`config.mk`:
```
export PLATFORM = sky130hd
export DESIGN_NAME = dmem_arbiter
export DESIGN_NICKNAME = d
export VERILOG_FILES = /design/src/rtl/dmem_arb_pkg.sv /design/src/rtl/dmem_arbiter.sv
export SDC_FILE = /design/constraint.sdc
export NUM_CORES = 1
export LEC_CHECK = 0
export ABC_AREA = 1
export ABC_CLOCK_PERIOD_IN_PS = 900
export BUFFER_PORTS_ARGS = -buffer_cell sky130_fd_sc_hd__buf_4
export CAP_MARGIN = 30
export CORE_MARGIN = 4
export CORE_UTILIZATION = 35
export CTS_CLUSTER_DIAMETER = 200
export DETAILED_ROUTE_END_ITERATION = 10
export GPL_TIMING_DRIVEN = 1
export PLACE_DENSITY_LB_ADDON = 0.08
export SYNTH_ARGS = -nofsm -noshare
export SYNTH_HDL_FRONTEND = slang
export SYNTH_SLANG_ARGS = --single-unit
export TNS_END_PERCENT = 20
```
`constraint.sdc`:
```
create_clock -name Clk -period 0.9 [get_ports Clk]
set_input_delay 0.18 -clock Clk [delete_from_list [all_inputs] [get_ports Clk]]
set_output_delay 0.18 -clock Clk [all_outputs]
set_load 0.03 [all_outputs]
```
`src/rtl/dmem_arb_pkg.sv`:
```
`default_nettype none
// ============================================================================
// Module : dmem_arb_pkg
// Brief  : Shared owner-state encoding and default widths for dmem_arbiter.
// Rev    : 1.0  initial release
// ============================================================================
package dmem_arb_pkg;

    localparam int DMEM_ADDR_W   = 15;
    localparam int DMEM_DATA_W   = 16;
    localparam int DMEM_MAX_WAIT = 8;
    localparam int WAIT_W        = 8;

    // Which requester owns the read data returning from the RAM next cycle
    typedef enum logic [1:0] {
        IDLE   = 2'd0,
        RD_CPU = 2'd1,
        RD_AUX = 2'd2
    } owner_e;

endpackage : dmem_arb_pkg
`default_nettype wire

```
`src/rtl/dmem_arbiter.sv`:
```
`default_nettype none
// ============================================================================
// Module : dmem_arbiter
// Brief  : Two-port (CPU / aux) arbiter onto a single-port synchronous RAM.
//          CPU has priority; define DMEM_ARB_STARVE_GUARD_EN to force an aux
//          grant after MAX_WAIT lost cycles.
// Rev    : 1.0  initial release
// ============================================================================
module dmem_arbiter
    import dmem_arb_pkg::*;
#(
    parameter int ADDR_W   = DMEM_ADDR_W,
    parameter int DATA_W   = DMEM_DATA_W,
    parameter int MAX_WAIT = DMEM_MAX_WAIT
) (
    input  logic              Clk,
    input  logic              Reset,

    input  logic              cpu_req,
    input  logic              cpu_we,
    input  logic [ADDR_W-1:0] cpu_addr,
    input  logic [DATA_W-1:0] cpu_wdata,
    output logic              cpu_gnt,
    output logic              cpu_rvalid,

    input  logic              aux_req,
    input  logic              aux_we,
    input  logic [ADDR_W-1:0] aux_addr,
    input  logic [DATA_W-1:0] aux_wdata,
    output logic              aux_gnt,
    output logic              aux_rvalid,

    output logic [DATA_W-1:0] rdata,

    output logic              mem_we,
    output logic [ADDR_W-1:0] mem_addr,
    output logic [DATA_W-1:0] mem_wdata,
    input  logic [DATA_W-1:0] mem_rdata
);

    if (MAX_WAIT < 1 || MAX_WAIT > 255) begin : g_bad_max_wait
        $error("dmem_arbiter: MAX_WAIT must be in 1..255");
    end

    owner_e              r_owner;
    owner_e              w_owner_nxt;
    logic [ADDR_W-1:0]   r_addr_hold;
    logic [DATA_W-1:0]   r_wdata_hold;
    logic                w_starve;

`ifdef DMEM_ARB_STARVE_GUARD_EN
    localparam logic [WAIT_W-1:0] c_max_wait = WAIT_W'(MAX_WAIT);

    logic [WAIT_W-1:0]   r_wait_cnt;

    always_ff @(posedge Clk) begin
        if (Reset) begin
            r_wait_cnt <= '0;
        end else if (!aux_req || aux_gnt) begin
            r_wait_cnt <= '0;
        end else if (r_wait_cnt != c_max_wait) begin
            r_wait_cnt <= r_wait_cnt + 1'b1;
        end
    end

    assign w_starve = (r_wait_cnt == c_max_wait);
`else
    assign w_starve = 1'b0;
`endif

    // Grant, memory steering and owner next-state
    always_comb begin
        cpu_gnt     = 1'b0;
        aux_gnt     = 1'b0;
        mem_we      = 1'b0;
        mem_addr    = r_addr_hold;
        mem_wdata   = r_wdata_hold;
        w_owner_nxt = IDLE;
        if (Reset) begin
            mem_addr  = '0;
            mem_wdata = '0;
        end else if (cpu_req && !w_starve) begin
            cpu_gnt   = 1'b1;
            mem_we    = cpu_we;
            mem_addr  = cpu_addr;
            mem_wdata = cpu_wdata;
            if (!cpu_we) begin
                w_owner_nxt = RD_CPU;
            end
        end else if (aux_req) begin
            aux_gnt   = 1'b1;
            mem_we    = aux_we;
            mem_addr  = aux_addr;
            mem_wdata = aux_wdata;
            if (!aux_we) begin
                w_owner_nxt = RD_AUX;
            end
        end
    end

    always_ff @(posedge Clk) begin
        if (Reset) begin
            r_owner      <= IDLE;
            r_addr_hold  <= '0;
            r_wdata_hold <= '0;
        end else begin
            r_owner      <= w_owner_nxt;
            r_addr_hold  <= mem_addr;
            r_wdata_hold <= mem_wdata;
        end
    end

    assign cpu_rvalid = !Reset && (r_owner == RD_CPU);
    assign aux_rvalid = !Reset && (r_owner == RD_AUX);
    assign rdata      = Reset ? '0 : mem_rdata;

endmodule : dmem_arbiter
`default_nettype wire
```
# Yosys cells after proc, flatten, opt, wreduce, memory -nomap -nowiden
# Cells that the tools add are included.
[classes] mux=19 n_eq_ne=2 n_reduce_logical=3
[op_table] op="$mux 16" n=4
[op_table] op="$mux 15" n=3
[op_table] op="$mux 1" n=9
[op_table] op="$mux 2" n=3
[op_table] op="$eq 2x1->1 const B" n=1
[op_table] op="$eq 2x2->1 const B" n=1
[op_table] op="$logic_and 1x1->1" n=2
[op_table] op="$logic_not 1->1" n=1
[totals] ff_bits=33 input_bits=84 elab_cells=27

# Longest topological paths before layout
# Gate-level depths: netlist of the first run.
[logic_depth] depth_word=3 mapped_depth=6 mapped_depth_nobuf=4

# Worst setup path before layout of the first run
# OpenSTA, ideal clock, no wires.
[synth_timing] kind="input port to output port" start="input port aux_req" end="output port mem_addr[12]" setup_slack_ps=-314 arrival_ps=1034 path_stages=5 required_ps=720 cell_sequence="buf_6 -> buf_2 -> nor2_1 -> nor2_2 -> nor2_1"
[synth_via] elab_chain_cells=3
[synth_lines] element="start: declaration" line="dmem_arbiter.sv:26" source="input logic aux_req,"
[synth_lines] element="$mux 15" line="dmem_arbiter.sv:90" source="end else if (aux_req) begin"
[synth_lines] element="$mux 15" line="dmem_arbiter.sv:82" source="end else if (cpu_req && !w_starve) begin"
[synth_lines] element="$mux 15" line="dmem_arbiter.sv:79" source="if (Reset) begin"
[synth_lines] element="end: declaration" line="dmem_arbiter.sv:36" source="output logic [ADDR_W-1:0] mem_addr,"
# No other way between the ends.

# Final worst setup path of the first run
[layout_timing] start="register r_addr_hold[1]" end="output port mem_addr[1]"
[layout_via] elab_chain_cells=3
[layout_lines] element="start: declaration" line="dmem_arbiter.sv:47" source="logic [ADDR_W-1:0] r_addr_hold;"
[layout_lines] element="start signal: assignment" line="dmem_arbiter.sv:108" source="r_addr_hold <= mem_addr;"
[layout_lines] element="$mux 15" line="dmem_arbiter.sv:90"
[layout_lines] element="$mux 15" line="dmem_arbiter.sv:82"
[layout_lines] element="$mux 15" line="dmem_arbiter.sv:79"
# No other way between the ends.

==> results of run 1 <==
==> where the power goes <==
| part | internal [W] | switching, W | leakage [nW] |
|---|---|---|---|
| registers | 0.00157 | 0.0000310 | 0.278 |
| clock network | 0.000550 | 0.000546 | 0.0395 |
| logic | 0.00105 | 0.00113 | 1.78 |
==> registers in the layout, indices dropped and copies added, names as in the netlist <==
register      count
r_wdata_hold     16
r_owner           2
r_addr_hold      15
==> cell usage in the layout (no fill, tap or decap), types with 12 or more instances in the layout <==
cell type  synthesis  layout
buf_4              5     135
inv_2              2      12
nor2_2             5      59
buf_6              6      44
nor2_4             0      47
nand2_1           63      60
inv_1             49      38
dfxtp_2            0      12
nor2_1           139      38
dfxtp_1           33      21
==> worst paths after layout <==
path | endpoint | slack (ns)
worst min register to register | r_addr_hold[14]$_SDFF_PP0_ | 0.59
worst max register to register | r_addr_hold[9]$_SDFF_PP0_ | 0.01
worst max-delay path | mem_addr[1] | -0.32
worst min-delay path | r_owner[1]$_SDFF_PP0_ | 0.05
==> layout make-up <==
cell class,count,area [sq um],share of cell area [%]
repair buffers,190,1730,39.2
multi-input cells,246,1620,36.7
clock buffers,8,80.1,1.82
inverters,51,208,4.71
well taps,72,90.1,2.04
flip-flops and latches,33,676,15.3
repair inverters,1,8.76,0.199
==> routing by layer <==
| layer | up-vias | wire length [um] | part of all wire, % | track usage, % |
|---|---|---|---|---|
| met2 | 87 | 3870 | 53 | 37.1 |
| met5 | - | 0 | 0 | 0 |
| li1 | 1383 | - | - | - |
| met1 | 1176 | 2740 | 38 | 22.5 |
| met4 | 0 | 111 | 1.5 | 6.14 |
| met3 | 14 | 561 | 7.7 | 6.71 |
==> stage by stage <==
step	hold WS [ns]	setup TNS (ns)	cells
2_1_floorplan	0.257	-3.26	349
3_3_place_gp	0.355	-16.13	586
3_5_place_dp	0.356	-17.06	586
4_1_cts	0.0456	-11.37	600
5_1_grt	0.0419	-12.62	601
6_report	0.0476	-10.00	601
==> worst max-delay path, cell delays in order, from the launching register on <==
cell	delay, ns
dfxtp_2	0.32
inv_2	0.03
nor2_2	0.10
nor2_2	0.06
nor2_4	0.11
buf_6	0.13
==> kinds of logic after synthesis <==
group	count (synthesis)
flip-flops	33
buffers and inverters	70
AO/OA/AOI/OAI	31
AND/OR/NAND/NOR	215
==> cells in the mapped netlist (all sizes together) <==
cell | count | share of area (%)
clkbuf | 2 | 0.44
nor3 | 3 | 0.75
dfxtp | 33 | 33
nand2 | 68 | 13
buf | 17 | 6.7
nor2 | 144 | 28
inv | 51 | 9.5
o21ai | 31 | 8.7
==> what timing repair did <==
item                       CTS  global route
hold buffers                 0             0
gates cloned                 2             0
buffers inserted             4             1
setup endpoints to repair   53            53
pin swaps                   49            16
gates resized for setup     67            61
==> run summary, run 1 <==
Ys Warns: 0
Die Width: 83.7 um
CTS sink cnt: 33
via count: 2660
syn_nets: 433
min cycle time layout: 1.22 ns
Pleak: 2.10 nW
Die Height: 83.7 um
routed len/inst: 12.1 um
Worst Path Max Fanout: 2
adder-cell share of the synthesized area: 0%
drt total wl: 7280 um
CTS root buf: clkbuf_8
Starting Density: 36.2%
Setup crit start: r_addr_hold[1]$_SDFF_PP0_
Cells after Synth: 349
Final Hold Vio Count: 0
unrepaired setup endpoints after global routing: true
largest family of logic cells by synthesized area: simple AND/OR/NAND/NOR gates
H-tree Lvls: 2
min-delay worst type: input port to register
Rows: 27
VDD IR max: 0.000813 V
hold wc startpoint: aux_we
Routed Antenna Nets: 0
Synth Area in Compound Gates: 8.67%
I/O Pins: 136
DP HPWL: 4960 um
total power: 0.00489 W
Final nets: 612
tightest slew margin relative to the limit: 78.8%
post-synthesis sequential area ratio: 32.9%
Synth Area in Simple Gates: 41.7%
status: finished with violations
endpoints failing setup: 52
number of global-route vias before repair: 2629
clock tree buffer depth: 2
failing checks: setup timing
Avg Cell Area, Syn: 5.75 sq um
ant diodes: 0
largest net degree at the start of global routing: 25
Power per Cell Area: 1110 nW/um^2
R2R cell count: 6
mux cell area share after synthesis: 0%
Worst Path Arrival: 1.04 ns
clock skew: 0 ns
clock-pin transition on the worst setup and hold timing paths: 0.07 ns
DP Area: 3850 sq um
Critical Path End Type: output pin
die area: 7010 sq um
final instance area: 4410 sq um
startpoint types: register
gr usage total: 20.5%
later-pin clock latency in the skew report: 0.29 ns
PnR worst setup slack: -0.322 ns
synthesized area: 2010 sq um
Synth Register Bits: 33
final worst path period share: 136%
DRC Markers: 0
WHS Path Cells: 2
Initial DRC Count: 67
total gr overflow: 0
Peak Freq: 818 MHz
Slew Viols, Final: 0
first-pass iteration count of the detailed router: 4
Layout area overhead: 120%
first-pass GRT wire length: 11900 um
r2r startpoint: r_addr_hold[9]$_SDFF_PP0_
GP Congestion: 0.739
vias per cell: 4.43
filler cell count in the final layout: 410
core area: 5540 sq um
dpl ws: -0.408 ns
count of cell types in the netlist: 16
Final Util: 79.5%
Port Buf Inserts: 135
CTS tree: built
share of cells above drive strength 1: 66.0%
critical path class: register to output pin
initial antenna violation count: 0
Max Cap Viol: 0
total CTS buffers: 5
Tightest Pin Transition: 0.316 ns
XOR/XNOR Fraction of Synth Area: 0%
critical path required time: 0.72 ns
(Power assumes the default switching activity.)
==> run 2, diff against run 1 <==
Settings changed: ABC_CLOCK_PERIOD_IN_PS 900 to 1000.
Clock period 0.9 ns to 1 ns, I/O delays scaled along.
==> run 2 against run 1 <==
  * The flow still finishes with violations (setup timing)
  * Non-clock buffer count shrank 2
  * Critical endpoint is now mem_addr[6]
  * Critical path depth is the same
  * Global-route usage shrank 2.0 points
==> run summary, run 2 (synthesis gave the netlist of run 1 again) <==
Pleak: 2.02 nW (was 2.10 nW)
status: finished with violations (unchanged)
clock skew: 0 ns (unchanged)
Routed Antenna Nets: 0 (unchanged)
CTS sink cnt: 33 (unchanged)
Final nets: 609 (was 612)
ant diodes: 0 (unchanged)
via count: 2636 (was 2660)
DP HPWL: 4620 um (was 4960 um)
tightest slew margin relative to the limit: 80.5% (was 78.8%)
DRC Markers: 0 (unchanged)
routed len/inst: 11.3 um (was 12.1 um)
PnR worst setup slack: -0.230 ns (was -0.322 ns)
most frequent cells in the layout: 143 x buf_4, 70 x nor2_2, 62 x nor2_1 (was 135 x buf_4, 60 x nand2_1, 59 x nor2_2)
Starting Density: 36.2% (unchanged)
Worst Path Arrival: 1.03 ns (was 1.04 ns)
commonest non-fill, non-tap cell in the layout: buf_4 (unchanged)
Critical R2R Capture: r_addr_hold[1]$_SDFF_PP0_ (was r_addr_hold[9]$_SDFF_PP0_)
hold_buf cts: 0 (unchanged)
final worst path period share: 123%
first-pass iteration count of the detailed router: 4 (unchanged)
Setup crit start: r_addr_hold[6]$_SDFF_PP0_ (was r_addr_hold[1]$_SDFF_PP0_)
core area: 5540 sq um (unchanged)
r2r startpoint: r_addr_hold[1]$_SDFF_PP0_ (was r_addr_hold[9]$_SDFF_PP0_)
max FFs per register: 16 (unchanged)
filler cell count in the final layout: 486 (was 410)
placed insts: 587 (was 586)
min-delay worst type: input port to register (unchanged)
endpoints failing setup: 36 (was 52)
number of global-route vias before repair: 2593 (was 2629)
biggest regs: r_wdata_hold x16, r_addr_hold x15, r_owner x2 (unchanged)
largest net degree at the start of global routing: 26 (was 25)
vias per cell: 4.42 (was 4.43)
crit path capture: mem_addr[6] (was mem_addr[1])
initial antenna violation count: 0 (unchanged)
clock tree buffer depth: 2 (unchanged)
Layout area overhead: 99.6% (was 120%)
Critical Path Most Common Cell: nor2_2 (unchanged)
R2R setup slack: 0.10 ns (was 0.01 ns)
Final Hold Vio Count: 0 (unchanged)
later-pin clock latency in the skew report: 0.28 ns (was 0.29 ns)
unrepaired setup endpoints after global routing: true (unchanged)
most flop-heavy register: r_wdata_hold (unchanged)
GP Congestion: 0.772 (was 0.739)
drt total wl: 6730 um (was 7280 um)
first-pass GRT wire length: 10900 um (was 11900 um)
Die Width: 83.7 um (unchanged)
H-tree Lvls: 2 (unchanged)
Critical Path End Type: output pin (unchanged)
total power: 0.00419 W (was 0.00489 W)
CP max stage cell: dfxtp_2 (unchanged)
critical path required time: 0.80 ns (was 0.72 ns)
I/O Pins: 136 (unchanged)
critical path class: register to output pin (unchanged)
die area: 7010 sq um (unchanged)
CTS tree: built (unchanged)
startpoint types: register (unchanged)
Tightest Pin Transition: 0.289 ns (was 0.316 ns)
Initial DRC Count: 81 (was 67)
failing checks: setup timing (unchanged)
gr usage total: 18.4% (was 20.5%)
Power per Cell Area: 1050 nW/um^2 (was 1110 nW/um^2)
Worst Path Max Fanout: 2 (unchanged)
R2R cell count: 6 (unchanged)
Rows: 27 (unchanged)
min cycle time layout: 1.23 ns
slowest stage delay, CP: 0.32 ns (about the same)
total gr overflow: 0 (unchanged)
critical path, cell by cell: inv_2 -> nor2_4 -> nor2_2 -> nor2_2 -> buf_6 (was inv_2 -> nor2_2 -> nor2_2 -> nor2_4 -> buf_6)
VDD IR max: 0.000722 V (was 0.000813 V)
Peak Freq: 813 MHz
final cell count without fillers: 597 (was 601)
CTS root buf: clkbuf_8 (unchanged)
clock-pin transition on the worst setup and hold timing paths: 0.06 ns (was 0.07 ns)
share of cells above drive strength 1: 59.2% (was 66.0%)
Die Height: 83.7 um (unchanged)
dpl ws: -0.319 ns (was -0.408 ns)
total CTS buffers: 5 (unchanged)
Slew Viols, Final: 0 (unchanged)
Max Cap Viol: 0 (unchanged)
Port Buf Inserts: 135 (unchanged)
run 2: what timing repair did:
item | 4_1_cts | 5_1_grt
pin swaps | 26 | 8
gates resized for setup | 65 | 71
endpoints found under the hold margin | 0 | 0
cloned | 2 | 0
setup endpoints to repair | 52 | 45
buffers inserted | 1 | 0
run 2: routing by layer:
metal / vias to the layer above / share of wire [%] / track usage (%)
met5: - / 0 / 0
met4: 0 / 1.6 / 6.43
met3: 12 / 8.2 / 5.43
met2: 92 / 49 / 32.3
met1: 1154 / 41 / 21.2
li1: 1378 / - / -
run 2: critical path, delay by kind of cell (launching register included):
family	cells	cell delay, ns
AND/OR/NAND/NOR	3	0.26
buffers and inverters	2	0.18
flip-flops	1	0.32
run 2: area by class of cell:
| cell class | count | area [sq um] | area share [%] |
|---|---|---|---|
| timing repair buffer | 188 | 1670 | 41.7 |
| multi-input combinational | 246 | 1280 | 32.0 |
| sequential | 33 | 673 | 16.8 |
| inverter | 51 | 204 | 5.10 |
| tap | 72 | 90.1 | 2.25 |
| clock buffer | 7 | 86.3 | 2.16 |
run 2: how the worst min path moves through the flow:
stage	from	to	slack, ns	depth (start not counted)
after floorplan	cpu_we	r_owner[0]$_SDFF_PN0_	0.28	1
after global placement	aux_we	r_owner[1]$_SDFF_PP0_	0.37	2
after detailed placement	cpu_we	r_owner[0]$_SDFF_PN0_	0.38	2
after CTS	cpu_we	r_owner[0]$_SDFF_PN0_	0.08	2
after global routing	cpu_we	r_owner[0]$_SDFF_PN0_	0.08	2
final	cpu_we	r_owner[0]$_SDFF_PN0_	0.08	2
run 2: report_power, final:
| group | total [W] | internal [W] | switching [W] | leakage (nW) |
|---|---|---|---|---|
| registers | 0.00144 | 0.00142 | 0.0000273 | 0.278 |
| clock network | 0.000999 | 0.000546 | 0.000453 | 0.0443 |
| logic | 0.00175 | 0.000860 | 0.000889 | 1.70 |
run 2: per-stage QoR:
| stage | area (sq um) | utilization [%] | TNS, ns | hold WS [ns] |
|---|---|---|---|---|
| detailed placement | 3510 | 63.3 | -11.69 | 0.376 |
| CTS | 3830 | 69.1 | -7.28 | 0.0806 |
| finish | 4000 | 72.2 | -6.57 | 0.0818 |
| global placement | 3510 | 63.3 | -10.31 | 0.371 |
| floorplan | 2130 | - | -3.02 | 0.277 |
| global route | 4000 | 72.2 | -8.85 | 0.0800 |
